`src/rtl/md_seq_unit_pkg.sv`:
```
// Shared op codes, FSM state codes and sizing for the iterative multiply/divide unit.
// Latency: n/a (types and constants only).
// Backpressure: n/a.
package md_seq_unit_pkg;

  localparam int MD_WIDTH  = 32;
  localparam int MD_OP_LEN = 3;

  typedef enum logic [MD_OP_LEN-1:0] {
    MD_OP_NONE  = 3'd0,
    MD_OP_MULT  = 3'd1,
    MD_OP_MULTU = 3'd2,
    MD_OP_DIV   = 3'd3,
    MD_OP_DIVU  = 3'd4,
    MD_OP_MTHI  = 3'd5,
    MD_OP_MTLO  = 3'd6
  } md_op_e;

  typedef enum logic [1:0] {
    MD_ST_IDLE = 2'd0,
    MD_ST_CALC = 2'd1,
    MD_ST_FIX  = 2'd2
  } md_st_e;

  // True for the ops that run the iterative datapath.
  function automatic logic md_is_iter(input logic [MD_OP_LEN-1:0] op);
    return (op == MD_OP_MULT) || (op == MD_OP_MULTU) ||
           (op == MD_OP_DIV)  || (op == MD_OP_DIVU);
  endfunction

  // True for the two's-complement flavours (MULT, DIV).
  function automatic logic md_is_signed(input logic [MD_OP_LEN-1:0] op);
    return (op == MD_OP_MULT) || (op == MD_OP_DIV);
  endfunction

  // True for the divide flavours (DIV, DIVU).
  function automatic logic md_is_div(input logic [MD_OP_LEN-1:0] op);
    return (op == MD_OP_DIV) || (op == MD_OP_DIVU);
  endfunction

endpackage

```
`src/rtl/md_seq_unit.sv`:
```
// Iterative radix-2 multiply / restoring divide unit owning the HI/LO registers.
// Latency: 34 busy cycles (issue, 32 CALC steps, 1 FIX); done pulses in the cycle after FIX.
// Backpressure: none; busy stalls the issuer, start while busy is dropped, cancel aborts.
//
// Ports:
//   clk, reset      clock; asynchronous active-low reset
//   start, op       issue request with MD_OP_* code
//   in0, in1        rs (multiplicand/dividend, MTHI/MTLO source) and rt (multiplier/divisor)
//   cancel          abort the in-flight op; also suppresses an issue in the same cycle
//   busy            op in flight, or MULT*/DIV* being issued this cycle (combinational)
//   done            one-cycle pulse when a fresh hi/lo becomes visible
//   hi, lo          HI/LO architectural registers
module md_seq_unit
  import md_seq_unit_pkg::*;
#(
  parameter int WIDTH = MD_WIDTH
) (
  input  logic                 clk,
  input  logic                 reset,
  input  logic                 start,
  input  logic [MD_OP_LEN-1:0] op,
  input  logic [WIDTH-1:0]     in0,
  input  logic [WIDTH-1:0]     in1,
  input  logic                 cancel,
  output logic                 busy,
  output logic                 done,
  output logic [WIDTH-1:0]     hi,
  output logic [WIDTH-1:0]     lo
);

  localparam int CW = $clog2(WIDTH);

  md_st_e               state, state_nxt;
  logic [CW-1:0]        cnt;
  logic [2*WIDTH-1:0]   acc;      // mult: {partial product, multiplier}; div: {remainder, dividend/quotient}
  logic [WIDTH-1:0]     opb;      // multiplicand or divisor magnitude
  logic                 op_div;
  logic                 neg_res;  // negate product / quotient in FIX
  logic                 neg_rem;  // remainder takes the dividend's sign
  logic                 div_zero;

  // ---------------------------------------------------------------------------
  // Issue decode
  // ---------------------------------------------------------------------------
  logic             idle;
  logic             iter_req;
  logic             issue_iter;
  logic             issue_mthi;
  logic             issue_mtlo;
  logic             op_sgn;
  logic             s0, s1;
  logic [WIDTH-1:0] mag0, mag1;

  assign idle       = (state == MD_ST_IDLE);
  assign iter_req   = start & md_is_iter(op);
  // The hazard unit needs busy in the issue cycle itself, cancel or not.
  assign busy       = ~idle | iter_req;
  assign issue_iter = idle & iter_req & ~cancel;
  assign issue_mthi = idle & start & ~cancel & (op == MD_OP_MTHI);
  assign issue_mtlo = idle & start & ~cancel & (op == MD_OP_MTLO);

  assign op_sgn = md_is_signed(op);
  assign s0     = op_sgn & in0[WIDTH-1];
  assign s1     = op_sgn & in1[WIDTH-1];
  // |-2^(W-1)| wraps to 2^(W-1), which is exactly right read as unsigned.
  assign mag0   = s0 ? (~in0 + WIDTH'(1)) : in0;
  assign mag1   = s1 ? (~in1 + WIDTH'(1)) : in1;

  // ---------------------------------------------------------------------------
  // One iteration step of each algorithm
  // ---------------------------------------------------------------------------
  logic [WIDTH:0]     mul_sum;
  logic [2*WIDTH-1:0] mul_nxt;
  logic [WIDTH:0]     div_shf;
  logic [WIDTH:0]     div_dif;
  logic               div_ge;
  logic [WIDTH-1:0]   div_rem;
  logic [2*WIDTH-1:0] div_nxt;

  always_comb begin
    // Add-and-shift: the carry out of the add becomes the new top bit.
    mul_sum = {1'b0, acc[2*WIDTH-1:WIDTH]} + {1'b0, (acc[0] ? opb : '0)};
    mul_nxt = {mul_sum, acc[WIDTH-1:1]};

    // Restoring step: shift the next dividend bit into a W+1-bit partial remainder.
    div_shf = {acc[2*WIDTH-1:WIDTH], acc[WIDTH-1]};
    div_dif = div_shf - {1'b0, opb};
    div_ge  = ~div_dif[WIDTH];
    // When the subtract fails, div_shf < divisor, so its top bit is zero.
    div_rem = div_ge ? div_dif[WIDTH-1:0] : div_shf[WIDTH-1:0];
    div_nxt = {div_rem, acc[WIDTH-2:0], div_ge};
  end

  // ---------------------------------------------------------------------------
  // FIX-stage sign correction
  // ---------------------------------------------------------------------------
  logic [2*WIDTH-1:0] prod_fix;
  logic [WIDTH-1:0]   quo_fix;
  logic [WIDTH-1:0]   rem_fix;
  logic [WIDTH-1:0]   hi_res;
  logic [WIDTH-1:0]   lo_res;

  always_comb begin
    prod_fix = neg_res ? (~acc + (2*WIDTH)'(1)) : acc;
    quo_fix  = neg_res ? (~acc[WIDTH-1:0] + WIDTH'(1)) : acc[WIDTH-1:0];
    rem_fix  = neg_rem ? (~acc[2*WIDTH-1:WIDTH] + WIDTH'(1)) : acc[2*WIDTH-1:WIDTH];
    hi_res   = prod_fix[2*WIDTH-1:WIDTH];
    lo_res   = prod_fix[WIDTH-1:0];
    if (op_div) begin
      hi_res = div_zero ? '0 : rem_fix;
      lo_res = div_zero ? '0 : quo_fix;
    end
  end

  // ---------------------------------------------------------------------------
  // FSM
  // ---------------------------------------------------------------------------
  always_ff @(posedge clk or negedge reset) begin
    if (!reset) state <= MD_ST_IDLE;
    else        state <= state_nxt;
  end

  always_comb begin
    state_nxt = state;
    case (state)
      MD_ST_IDLE: if (issue_iter) state_nxt = MD_ST_CALC;
      MD_ST_CALC: begin
        if (cancel)           state_nxt = MD_ST_IDLE;
        else if (cnt == '0)   state_nxt = MD_ST_FIX;
      end
      MD_ST_FIX:  state_nxt = MD_ST_IDLE;
      default:    state_nxt = MD_ST_IDLE;
    endcase
  end

  // ---------------------------------------------------------------------------
  // Datapath and architectural registers
  // ---------------------------------------------------------------------------
  always_ff @(posedge clk or negedge reset) begin
    if (!reset) begin
      cnt      <= '0;
      acc      <= '0;
      opb      <= '0;
      op_div   <= 1'b0;
      neg_res  <= 1'b0;
      neg_rem  <= 1'b0;
      div_zero <= 1'b0;
      hi       <= '0;
      lo       <= '0;
      done     <= 1'b0;
    end else begin
      done <= (state == MD_ST_FIX) & ~cancel;

      if (issue_iter) begin
        cnt      <= CW'(WIDTH-1);
        op_div   <= md_is_div(op);
        neg_res  <= s0 ^ s1;
        neg_rem  <= s0;
        div_zero <= (in1 == '0);
        if (md_is_div(op)) begin
          acc <= {{WIDTH{1'b0}}, mag0};
          opb <= mag1;
        end else begin
          acc <= {{WIDTH{1'b0}}, mag1};
          opb <= mag0;
        end
      end

      if (state == MD_ST_CALC && !cancel) begin
        cnt <= cnt - CW'(1);
        acc <= op_div ? div_nxt : mul_nxt;
      end

      if (state == MD_ST_FIX && !cancel) begin
        hi <= hi_res;
        lo <= lo_res;
      end

      if (issue_mthi) hi <= in0;
      if (issue_mtlo) lo <= in0;
    end
  end

endmodule

```
`config.mk`:
```
export PLATFORM = sky130hd
export DESIGN_NAME = md_seq_unit
export DESIGN_NICKNAME = d
export VERILOG_FILES = /design/src/rtl/md_seq_unit_pkg.sv /design/src/rtl/md_seq_unit.sv
export SDC_FILE = /design/constraint.sdc
export NUM_CORES = 1
export LEC_CHECK = 0
export BUFFER_PORTS_ARGS = -buffer_cell sky130_fd_sc_hd__buf_2
export CORE_UTILIZATION = 50
export CTS_BUF_LIST = sky130_fd_sc_hd__clkbuf_8
export CTS_CLUSTER_DIAMETER = 50
export DETAILED_ROUTE_END_ITERATION = 6
export PLACE_DENSITY = 0.72
export SYNTH_ARGS = -nofsm -noshare
export SYNTH_HDL_FRONTEND = slang
export SYNTH_SLANG_ARGS = --single-unit
```
`constraint.sdc`:
```
create_clock -name clk -period 6.6 [get_ports clk]
set_clock_uncertainty 0.05 [all_clocks]
set_input_delay 0.66 -clock clk [delete_from_list [all_inputs] [get_ports clk]]
set_output_delay 0.66 -clock clk [all_outputs]
set_load 0.01 [all_outputs]
```
==> flow_summary_export.csv, run 1 <==
group,metric,value,unit
status,status,"completed",
routing,num_vias,16200,
routing,drt_wl_total,56000,um
yosys,ys_seq_area_share,27.5,%
sta,final_hold_viol_count,0,
setup_path,cpPeakStageDelay,0.80,ns
sta,maxClockFrequency,0.246,GHz
clock_network,cts_tree,"built",
setup_path,critPathMaxFanout,30,
job,drv_cap,0,
power,intPower,3.59,mW
clock_network,numCtsBuffers,17,
clock_network,clk_path_buf_depth,2,
yosys,synth_edf_count,0,
finish,nNetsFinal,2228,
clock_network,cts-resized-gates,0,
routing,wl_per_cell,22.5,um
floorplan,core,30700,sq um
finish,area_growth,8.15,%
yosys,syn_nets,2195,
floorplan,rows,64,
sta,slew_headroom,20.2,%
yosys,ys_types,75,
sta,fin_crit,4.06,ns
power,p_seq_share,27.7,%
yosys,ys_seq_elements,172,
clock_network,cts_root_buffer,"clkbuf_8",
setup_path,cp.required,6.88,ns
power,netSwitchingFraction,51.4,%
routing,drtPass1Iterations,5,
place,port_buffers,136,
sta,setup_viol,0,
clock_network,insertion_delay,0.50,ns
place,hpwl,41700,um
clock_network,cts_sinks,172,
routing,final_antenna_net_count,0,
global_route,grtUsageMet3,6.13,%
global_route,busiest_layer,"met2",
clock_network,path_clk_slew,0.10,ns
power,switchingPower,3.80,mW
global_route,grt_pass1_vias,14900,
global_route,grt_use_met2,54.3,%
clock_network,h-tree-depth,4,
routing,drt_iter0_markers,2043,
floorplan,die_h,179,um
setup_path,path_cells,"inv_1 -> buf_4 -> nor2_1 -> ha_1 -> nor2b_1 -> o31a_1 -> o31a_1 -> o21ai_1 -> a21oi_1 -> o41ai_1 -> o21ai_0 -> a21oi_1 -> o211ai_1",
power,leakage,7.31,nW
clock_network,ctsHoldBuffers,0,
clock_network,post_cts_buffers,0,
power,p_clk_share,12.1,%
yosys,ys_async_sr_fraction,100,%
finish,drive_above_1_share,10.5,%
finish,final_cell_mix,"nand2_1 (213), nor2_1 (204), o21ai_0 (174), dfrtp_1 (171), a21oi_1 (169)",
routing,drc,0,
sta,slew_viol_final,0,
setup_path,cp.arrival,4.34,ns
yosys,synth_warnings,0,
place,gp_congestion,0.990,
floorplan,initial_core_util,51.0,%
yosys,synth_area,15700,sq um
global_route,antenna_found_initial,1,
setup_path,cp-end-kind,"flop",
floorplan,fp.dieW,179,um
yosys,synthCells,2052,
setup_path,cp_slowest_cell,"o41ai_1",
global_route,grt_usage,35.5,%
power,combPwrFrac,60.2,%
power,powerDensity,437,nW/um^2
global_route,grt_pass1_wl,86100,um
floorplan,ioPinCount,137,
routing,detail_route.vias_per_cell,6.49,
sta,min_period_over_period,61.5,%
floorplan,die-area,32000,sq um
worst_hold_path,hp-class,"in2async",
setup_path,critPathKind,"reg2reg",
setup_path,start_kind,"flop",
sta,rsz0062_at_grt,"no",
yosys,synth_flop_cell,"dfrtp_1",
sta,tns,0,ns
finish,final_common_cell,"nand2_1",
global_route,overflow,0,
sta,worst_pin_slew,1.19,ns
global_route,grtUsageMet1,48.4,%
finish,utilization,55.2,%
global_route,grt_max_degree,100,
power,peakVddDrop,0.196,mV
yosys,syn_area_per_cell,7.63,sq um
-- layout make-up --
type | count | area, sq um
Multi-Input combinational cell | 1670 | 10600
Antenna cell | 1 | 2.50
Clock buffer | 18 | 248
Sequential cell | 172 | 4310
Inverter | 68 | 255
Clock inverter | 14 | 206
Fill cell | 2936 | 13700
Tap cell | 396 | 495
Timing Repair Buffer | 156 | 837
-- critical path: cells and delay by family (launching register included) --
family	cells	cell delay, ns
adders and majority gates	1	0.33
AOI/OAI and AO/OA	8	2.27
DFF	1	0.48
buffers and inverters	2	0.49
and+or+nand+nor	2	0.27
-- cell usage after synthesis, drive strengths merged (6+ instances only) --
library cell	number	area share, %
nor3	34	1.1
or2	9	0.38
or3	20	0.80
o31a	6	0.34
a21o	46	2.2
ha	70	5.6
nand4	17	0.68
and2	17	0.68
a21oi	169	5.4
nand2b	15	0.60
o22ai	33	1.3
a22oi	15	0.72
xnor2	71	4.0
buf	13	0.41
clkbuf	129	3.1
o21a	14	0.67
inv	67	1.6
o211ai	33	1.6
nor2	205	4.9
o21ai	195	6.2
o41ai	9	0.50
o31ai	22	1.2
nor3b	8	0.38
nor4	15	0.70
nand2	215	5.2
nand3	70	2.2
dfrtp	172	27
o221ai	58	3.2
nor2b	13	0.52
xor2	110	6.2
mux2i	44	2.8
or4	24	1.2
a211oi	17	0.82
and3	11	0.44
a31oi	13	0.52
-- path summary, 6_finish.rpt --
path,startpoint,to,slack (ns),depth (start not counted)
max reg2reg,acc[0],acc[57],2.54,13
min reg2reg,opb[2],opb[2],0.45,2
max in group asynchronous,reset,acc[61],4.62,2
min,reset,opb[9],0.22,1
min in group clk,in0[29],hi[29],0.42,3
max,acc[0],acc[57],2.54,13
-- metal layers --
metal  vias up  routed length [um]
met4         0                2630
met3       110                4720
met5         -                   0
li1       7528                   -
met2       774               24800
met1      7778               23900
-- kinds of logic (layout without fill, tap and decap cells) --
family / Yosys count / count (layout) / synth area share [%]
other: 0 / 1 / 0
AND/OR/NAND/NOR: 686 / 686 / 20.5
multiplexers: 48 / 48 / 3.10
adder cells (fa/ha/maj): 72 / 72 / 5.85
XOR/XNOR: 181 / 181 / 10.1
flip-flops: 172 / 172 / 27.5
AO/OA/AOI/OAI: 683 / 683 / 27.8
buffers and inverters: 210 / 256 / 5.13
-- flip-flops by register name (all words and copies together), names as in the netlist --
| signal | flops |
|---|---|
| neg_rem | 1 |
| op_div | 1 |
| cnt | 5 |
| neg_res | 1 |
| done | 1 |
| opb | 32 |
| state | 2 |
| hi | 32 |
| div_zero | 1 |
| lo | 32 |
| acc | 64 |
-- power groups by stage --
stage          logic, mW  clock network (mW)  registers, mW
5_1_grt             4.89               0.939           2.08
2_1_floorplan       3.37                   0           1.75
6_report            4.45               0.891           2.05
3_3_place_gp        4.28                   0           2.03
3_5_place_dp        4.34                   0           2.05
4_1_cts             4.37               0.898           2.02
-- per-stage QoR --
step                      total power [mW]  cells  setup slack [ns]  hold slack [ns]  instance area, sq um
after CTS                             7.29   2494              2.61            0.273                 16900
final                                 7.39   2495              2.54            0.216                 16900
after detailed placement              6.39   2462              2.66            0.424                 16500
after floorplan                       5.12   2052              3.41            0.314                 15700
after global placement                6.31   2462              2.72            0.413                 16500
after global routing                  7.91   2494              2.32            0.303                 16900
Power figures use the tool's default switching activity.
==> run 2, diff against run 1 <==
- PLACE_DENSITY: 0.72 -> 0.74
- clock period: 6.6 -> 3.4 ns (I/O delays scaled with it)
==> run 2 against run 1 <==
Utilization is 3.2 points higher. Combinational power is 140% higher. Clock-buffer cell count stayed put. Largest cell class unchanged. Routed wire length is 8.1% higher. Setup slack worse by 2.4 ns. Worst hold slack worse by 0.13 ns. Die area stayed put.
==> flow_summary_export.csv, run 2 (synthesized netlist as in run 1, its figures left out) <==
group,metric,value,unit
global_route,grt_pass1_vias,15600,
routing,num_vias,16900,
setup_path,cp.required,3.78,ns
place,detailed_place.area,17400,sq um
place,dp_slack,-0.218,ns
global_route,grt_pass1_wl,91200,um
floorplan,die-area,32000,sq um
sta,tns,0,ns
job,drv_cap,0,
setup_path,cp_top_family,"simple AND/OR/NAND/NOR gates",
sta,worst_pin_slew,0.774,ns
finish,finish.instance_area,17900,sq um
sta,slew_headroom,48.2,%
setup_path,critPathMaxFanout,6,
finish,drive_above_1_share,15.9,%
sta,setup_viol,0,
finish,final_common_cell,"nand2_1",
clock_network,clk_path_buf_depth,2,
power,powerDensity,864,nW/um^2
clock_network,insertion_delay,0.51,ns
status,status,"completed",
floorplan,core,30700,sq um
finish,area_growth,14.4,%
place,gp_congestion,1.02,
clock_network,numCtsBuffers,17,
setup_path,cp_num_cells,11,
clock_network,cts_sinks,172,
routing,final_antenna_net_count,0,
routing,drc,0,
finish,largest_register,"acc",
sta,fin_crit,3.27,ns
finish,num_antenna_cells,0,
routing,drtPass1Iterations,7,
sta,fin_ws,0.127,ns
setup_path,cp.arrival,3.66,ns
global_route,grt_usage,38.0,%
floorplan,die_h,179,um
setup_path,start_kind,"flop",
global_route,overflow,0,
sta,slew_viol_final,0,
clock_network,cts_tree,"built",
finish,largest_reg_flops,64,
place,hpwl,46800,um
setup_path,cpPeakStageDelay,0.53,ns
setup_path,cp-end-kind,"flop",
setup_path,r2r_cells,11,
sta,rsz0062_at_grt,"no",
clock_network,path_clk_slew,0.10,ns
worst_hold_path,hold_path_depth,3,
setup_path,crit_start,"acc[32]",
setup_path,reg2reg_to,"hi[16]",
floorplan,rows,64,
finish,fillCellCount,2896,
finish,nNetsFinal,2351,
sta,min_period_over_period,96.3,%
floorplan,fp.dieW,179,um
setup_path,critPathKind,"reg2reg",
routing,drt_iter0_markers,1828,
floorplan,ioPinCount,137,
finish,final_cell_mix,"nand2_1 (213), nor2_1 (204), o21ai_0 (171), dfrtp_1 (170), a21oi_1 (169)",
power,peakVddDrop,0.356,mV
setup_path,path_cells,"inv_1 -> ha_1 -> or3b_4 -> or4_4 -> or4_4 -> or2_4 -> o31ai_4 -> xor2_1 -> o221ai_1 -> o21ai_0 -> o21ai_1",
setup_path,crit_path_frequent_cell,"or4_4",
setup_path,cp_slowest_cell,"or4_4",
setup_path,cp_num_buf_inv,1,
routing,wl_per_cell,23.1,um
power,power,15.5,mW
sta,maxClockFrequency,0.306,GHz
routing,drt_wl_total,60600,um
setup_path,r2r-start,"acc[32]",
global_route,grt_max_degree,75,
place,port_buffers,136,
setup_path,cp-endpoint,"hi[16]",
worst_hold_path,hp-class,"in2reg",
clock_network,cts_root_buffer,"clkbuf_8",
global_route,antenna_found_initial,0,
setup_path,r2r_slack,0.13,ns
power,leakage,7.91,nW
sta,final_hold_viol_count,0,
routing,detail_route.vias_per_cell,6.47,
clock_network,h-tree-depth,4,
floorplan,initial_core_util,51.0,%
## run 2: cell types whose count changed in the layout (fill, tap and decap cells not counted), moves of 3 or more
cell / before / now
clkinvlp_4: 0 / 4
inv_1: 68 / 71
buf_4: 20 / 136
buf_12: 0 / 4
bufinv_16: 4 / 1
o21ai_0: 174 / 171
## run 2: worst min path at each step
stage | from | end | slack [ns]
3_5_place_dp | reset | opb[9] | 0.32
4_1_cts | in0[25] | hi[25] | 0.05
5_1_grt | in1[0] | opb[0] | 0.09
2_1_floorplan | reset | acc[0] | -0.006
6_report | in0[25] | hi[25] | 0.09
3_3_place_gp | reset | opb[9] | 0.32
## run 2: area by class of cell
type | count | area [sq um] | share of cell area [%]
Clock inverter | 14 | 124 | 0.691
Timing Repair Buffer | 279 | 1820 | 10.2
Tap cell | 396 | 495 | 2.77
Sequential cell | 172 | 4310 | 24.0
Multi-Input combinational cell | 1670 | 10700 | 59.5
Clock buffer | 18 | 248 | 1.38
Inverter | 68 | 255 | 1.42
## run 2: power by group
part / switching [mW] / internal, mW / total (mW)
Clock: 0.870 / 0.602 / 1.47
Sequential: 0.793 / 2.71 / 3.51
Combinational: 6.23 / 4.27 / 10.5
Total: 7.90 / 7.59 / 15.5
## run 2: worst register-to-register path: cells and delay by family, from the launching register on
| kind | cells | cell delay (ns) |
|---|---|---|
| compound gates | 4 | 0.68 |
| flops | 1 | 0.40 |
| fa+ha+maj | 1 | 0.18 |
| xor+xnor | 1 | 0.09 |
| buf+inv | 1 | 0.11 |
| simple gates | 4 | 1.72 |
## run 2: timing repair
item                                    4_1_cts  5_1_grt
hold buffers                                  1        0
hold endpoints to repair                     61        0
endpoints found under the setup margin       22       40
pin swaps                                     1        2
gates resized for setup                       2       21
buffers inserted                              1        0
## run 2: routing by layer
layer	GRT usage (%)	share of wire (%)	vias up	routed length, um
met4	23.0	6.6	0	3990
met5	0	0	-	0
met1	51.5	42	8049	25200
met3	6.68	9.2	187	5590
met2	56.2	43	908	25800
li1	-	-	7784	-
## run 2: per-stage QoR
stage | instances | utilization, % | hold WS (ns)
final | 2617 | 58.4 | 0.0873
after global placement | 2583 | 56.8 | 0.319
after CTS | 2617 | 58.1 | 0.0549
after detailed placement | 2583 | 56.8 | 0.321
after floorplan | 2052 | - | -0.00559
after global routing | 2617 | 58.4 | 0.0863
==> run 3, diff against run 2 <==
- ABC_AREA: default -> 1
==> run 3 against run 2 <==
Power up 11%. Utilization decreased by 2.6 points. Flip-flop and latch count unchanged. Sequential share of layout area decreased by 3.1 points. Clock power rose by 20%. Critical path depth is 5 higher. Synthesized cell count up 58%. Via count increased by 33%. Non-clock buffer count shrank 84. Register-to-register slack gained 0.36 ns. Sequential power up 3%. Setup slack improved by 0.36 ns. Critical path type unchanged.
==> flow_summary_export.csv, run 3 <==
group,metric,value,unit
status,status,"completed",
power,powerDensity,836,nW/um^2
yosys,yosysTopAreaCell,"nand2_1",
setup_path,cp-end-kind,"flop",
routing,final_antenna_net_count,0,
finish,final_cell_mix,"nand2_1 (1151), inv_1 (434), nor2_1 (323), nand3_1 (295), dfrtp_1 (170)",
floorplan,die_h,196,um
yosys,yosysTopAreaCellShare,23.0,%
yosys,syn_nets,3392,
global_route,grtUsageMet3,8.73,%
worst_hold_path,hold_path.startpoint,"in0[20]",
power,peakVddDrop,0.494,mV
power,power,17.2,mW
clock_network,cts_tree,"built",
routing,drtPass1Iterations,6,
global_route,grt_pass1_wl,125000,um
clock_network,clk_path_buf_depth,2,
clock_network,post_cts_buffers,0,
clock_network,insertion_delay,0.56,ns
setup_path,r2r_cells,16,
global_route,grt_max_degree,80,
power,intPower,7.19,mW
sta,slew_viol_final,0,
worst_hold_path,hold_path_depth,3,
place,detailed_place.area,20100,sq um
sta,slew_headroom,31.5,%
clock_network,cts_root_buffer,"clkbuf_8",
job,drv_cap,0,
place,dp_cells,3807,
routing,drt_iter0_markers,2962,
yosys,ys_seq_area_share,22.9,%
global_route,overflow,0,
finish,seqCellArea,4310,sq um
sta,tns,0,ns
sta,setup_viol,0,
finish,drive_above_1_share,9.82,%
finish,largest_reg_flops,64,
power,p_clk_share,10.3,%
floorplan,die-area,38300,sq um
sta,final_hold_viol_count,0,
setup_path,r2r-start,"acc[32]",
power,netSwitchingFraction,58.1,%
setup_path,cp.arrival,3.30,ns
sta,rsz0062_at_grt,"no",
clock_network,cts_sinks,172,
yosys,ys_top_cells_by_area,"nand2_1 (23%), dfrtp_1 (23%), inv_1 (8.7%)",
sta,fin_crit,2.92,ns
global_route,busiest_layer,"met2",
finish,largest_register,"acc",
clock_network,path_clk_slew,0.12,ns
setup_path,reg2reg_to,"acc[39]",
routing,num_vias,22600,
global_route,grt_usage,43.4,%
yosys,ys_async_sr_fraction,100,%
setup_path,cp_top_family,"simple AND/OR/NAND/NOR gates",
finish,num_antenna_cells,0,
yosys,ys_types,55,
finish,final_common_cell,"nand2_1",
setup_path,start_kind,"flop",
finish,multiInputGateArea,12300,sq um
setup_path,critPathMaxFanout,27,
setup_path,cp_slowest_cell,"dfrtp_1",
setup_path,r2r_slack,0.48,ns
power,p_seq_share,21.1,%
finish,nNetsFinal,3502,
setup_path,cp_num_buf_inv,2,
finish,instances_no_fill,3840,
sta,min_period_over_period,85.8,%
place,hpwl,65800,um
floorplan,rows,70,
routing,drt_wl_total,83100,um
routing,drc,0,
power,combPwrFrac,68.6,%
yosys,synth_edf_count,0,
global_route,antenna_found_initial,3,
finish,finish.instance_area,20500,sq um
yosys,syn_area_per_cell,5.78,sq um
yosys,synth_flop_cell,"dfrtp_1",
yosys,ys_seq_elements,172,
power,switchingPower,9.97,mW
routing,detail_route.vias_per_cell,5.88,
yosys,synth.most_common_cell,"nand2_1",
floorplan,ioPinCount,137,
yosys,synthCells,3249,
setup_path,cp.required,3.79,ns
setup_path,crit_path_frequent_cell,"nand2_1",
setup_path,path_cells,"inv_1 -> fa_1 -> inv_1 -> nand2_1 -> nand2_1 -> nand3_1 -> nand2_2 -> nand2_2 -> nand2_2 -> nand2_4 -> nand3_2 -> nand2_4 -> nor2_1 -> nand2_1 -> nand3b_1 -> nand2_1",
worst_hold_path,min_to,"lo[20]",
global_route,grt_pass1_vias,20900,
worst_hold_path,hp-class,"in2reg",
setup_path,critPathKind,"reg2reg",
place,port_buffers,136,
global_route,grtUsageMet1,60.3,%
floorplan,fp.dieW,196,um
finish,fillCellCount,3911,
floorplan,core,36800,sq um
routing,wl_per_cell,21.6,um
yosys,synth_area,18800,sq um
yosys,synthTopCellsByCount,"nand2_1 (1151), inv_1 (433), nor2_1 (325), nand3_1 (295), dfrtp_1 (172)",
finish,area_growth,9.36,%
sta,maxClockFrequency,0.343,GHz
clock_network,h-tree-depth,4,
global_route,grt_use_met2,63.5,%
power,leakage,11.1,nW
sta,worst_pin_slew,1.02,ns
floorplan,initial_core_util,51.0,%
place,gp_congestion,1.09,
setup_path,cpPeakStageDelay,0.48,ns
yosys,synth_warnings,0,
clock_network,numCtsBuffers,17,
-- run 3: cell count changes in the layout (fill, tap and decap cells not counted), moves of 42 or more --
cell | before | now
xnor2_1 | 71 | 12
nand2_1 | 213 | 1151
mux2i_1 | 44 | 0
inv_1 | 71 | 434
a21oi_1 | 169 | 115
xor2_1 | 110 | 46
a21o_1 | 46 | 4
nand3_1 | 70 | 295
nor2_1 | 204 | 323
buf_4 | 136 | 54
-- run 3: logic make-up (layout without fill, tap and decap cells) --
group | Yosys count | in the layout | share of synthesized area [%]
and+or+nand+nor | 1944 | 1944 | 43.9
buffers and inverters | 557 | 680 | 11.6
AOI/OAI and AO/OA | 446 | 446 | 14.0
DFF | 172 | 172 | 22.9
adders and majority gates | 72 | 72 | 4.88
xor gates and xnor gates | 58 | 58 | 2.71
-- run 3: power by group through the flow --
stage | clock [mW] | sequential, mW | combinational, mW
floorplan | 0 | 3.46 | 7.79
global placement | 0 | 3.58 | 11.3
CTS | 1.77 | 3.55 | 11.4
finish | 1.77 | 3.62 | 11.8
global route | 1.83 | 3.66 | 12.9
detailed placement | 0 | 3.58 | 11.4
-- run 3: worst register-to-register path, stage by stage (launching register included) --
cell and delay, ns:
dfrtp_1 0.48, inv_1 0.22, fa_1 0.45, inv_1 0.07
nand2_1 0.09, nand2_1 0.09, nand3_1 0.09, nand2_2 0.12
nand2_2 0.06, nand2_2 0.09, nand2_4 0.09, nand3_2 0.12
nand2_4 0.23, nor2_1 0.30, nand2_1 0.10, nand3b_1 0.10
nand2_1 0.06
-- run 3: area by class of cell --
type	count	share of cell area, %
multi-input cells	2520	60.0
clock inverters	15	1.02
clock buffers	17	1.14
well taps	468	2.85
inverters	453	8.29
flip-flops and latches	172	21.0
repair buffers	195	5.76
-- run 3: worst max path at each step --
stage	from	to	slack [ns]	cells past startpoint
after floorplan	acc[0]	acc[47]	1.10	18
final	acc[32]	acc[39]	0.48	16
after global placement	opb[0]	acc[61]	0.63	17
after CTS	acc[32]	acc[50]	0.51	18
after global routing	acc[32]	acc[44]	0.17	18
after detailed placement	acc[32]	acc[39]	0.52	16
-- run 3: per-layer routing --
metal,vias to the layer above,wire [um]
met3,220,9400
met5,-,26
met2,1297,34600
met1,10400,34500
li1,10600,-
met4,4,4560
-- run 3: per-stage QoR --
stage               worst slack (ns)  utilization, %  hold WS [ns]
CTS                            0.506            55.8        0.0461
floorplan                       1.10               -      -0.00559
detailed placement             0.519            54.6         0.402
global route                   0.170            55.8        0.0937
finish                         0.484            55.8        0.0496
global placement               0.626            54.6         0.405
-- run 3: repair_timing --
action / CTS / global route
gates resized for setup: 0 / 0
hold buffers: 1 / 0
setup endpoints to repair: 0 / 0
endpoints found under the hold margin: 77 / 0
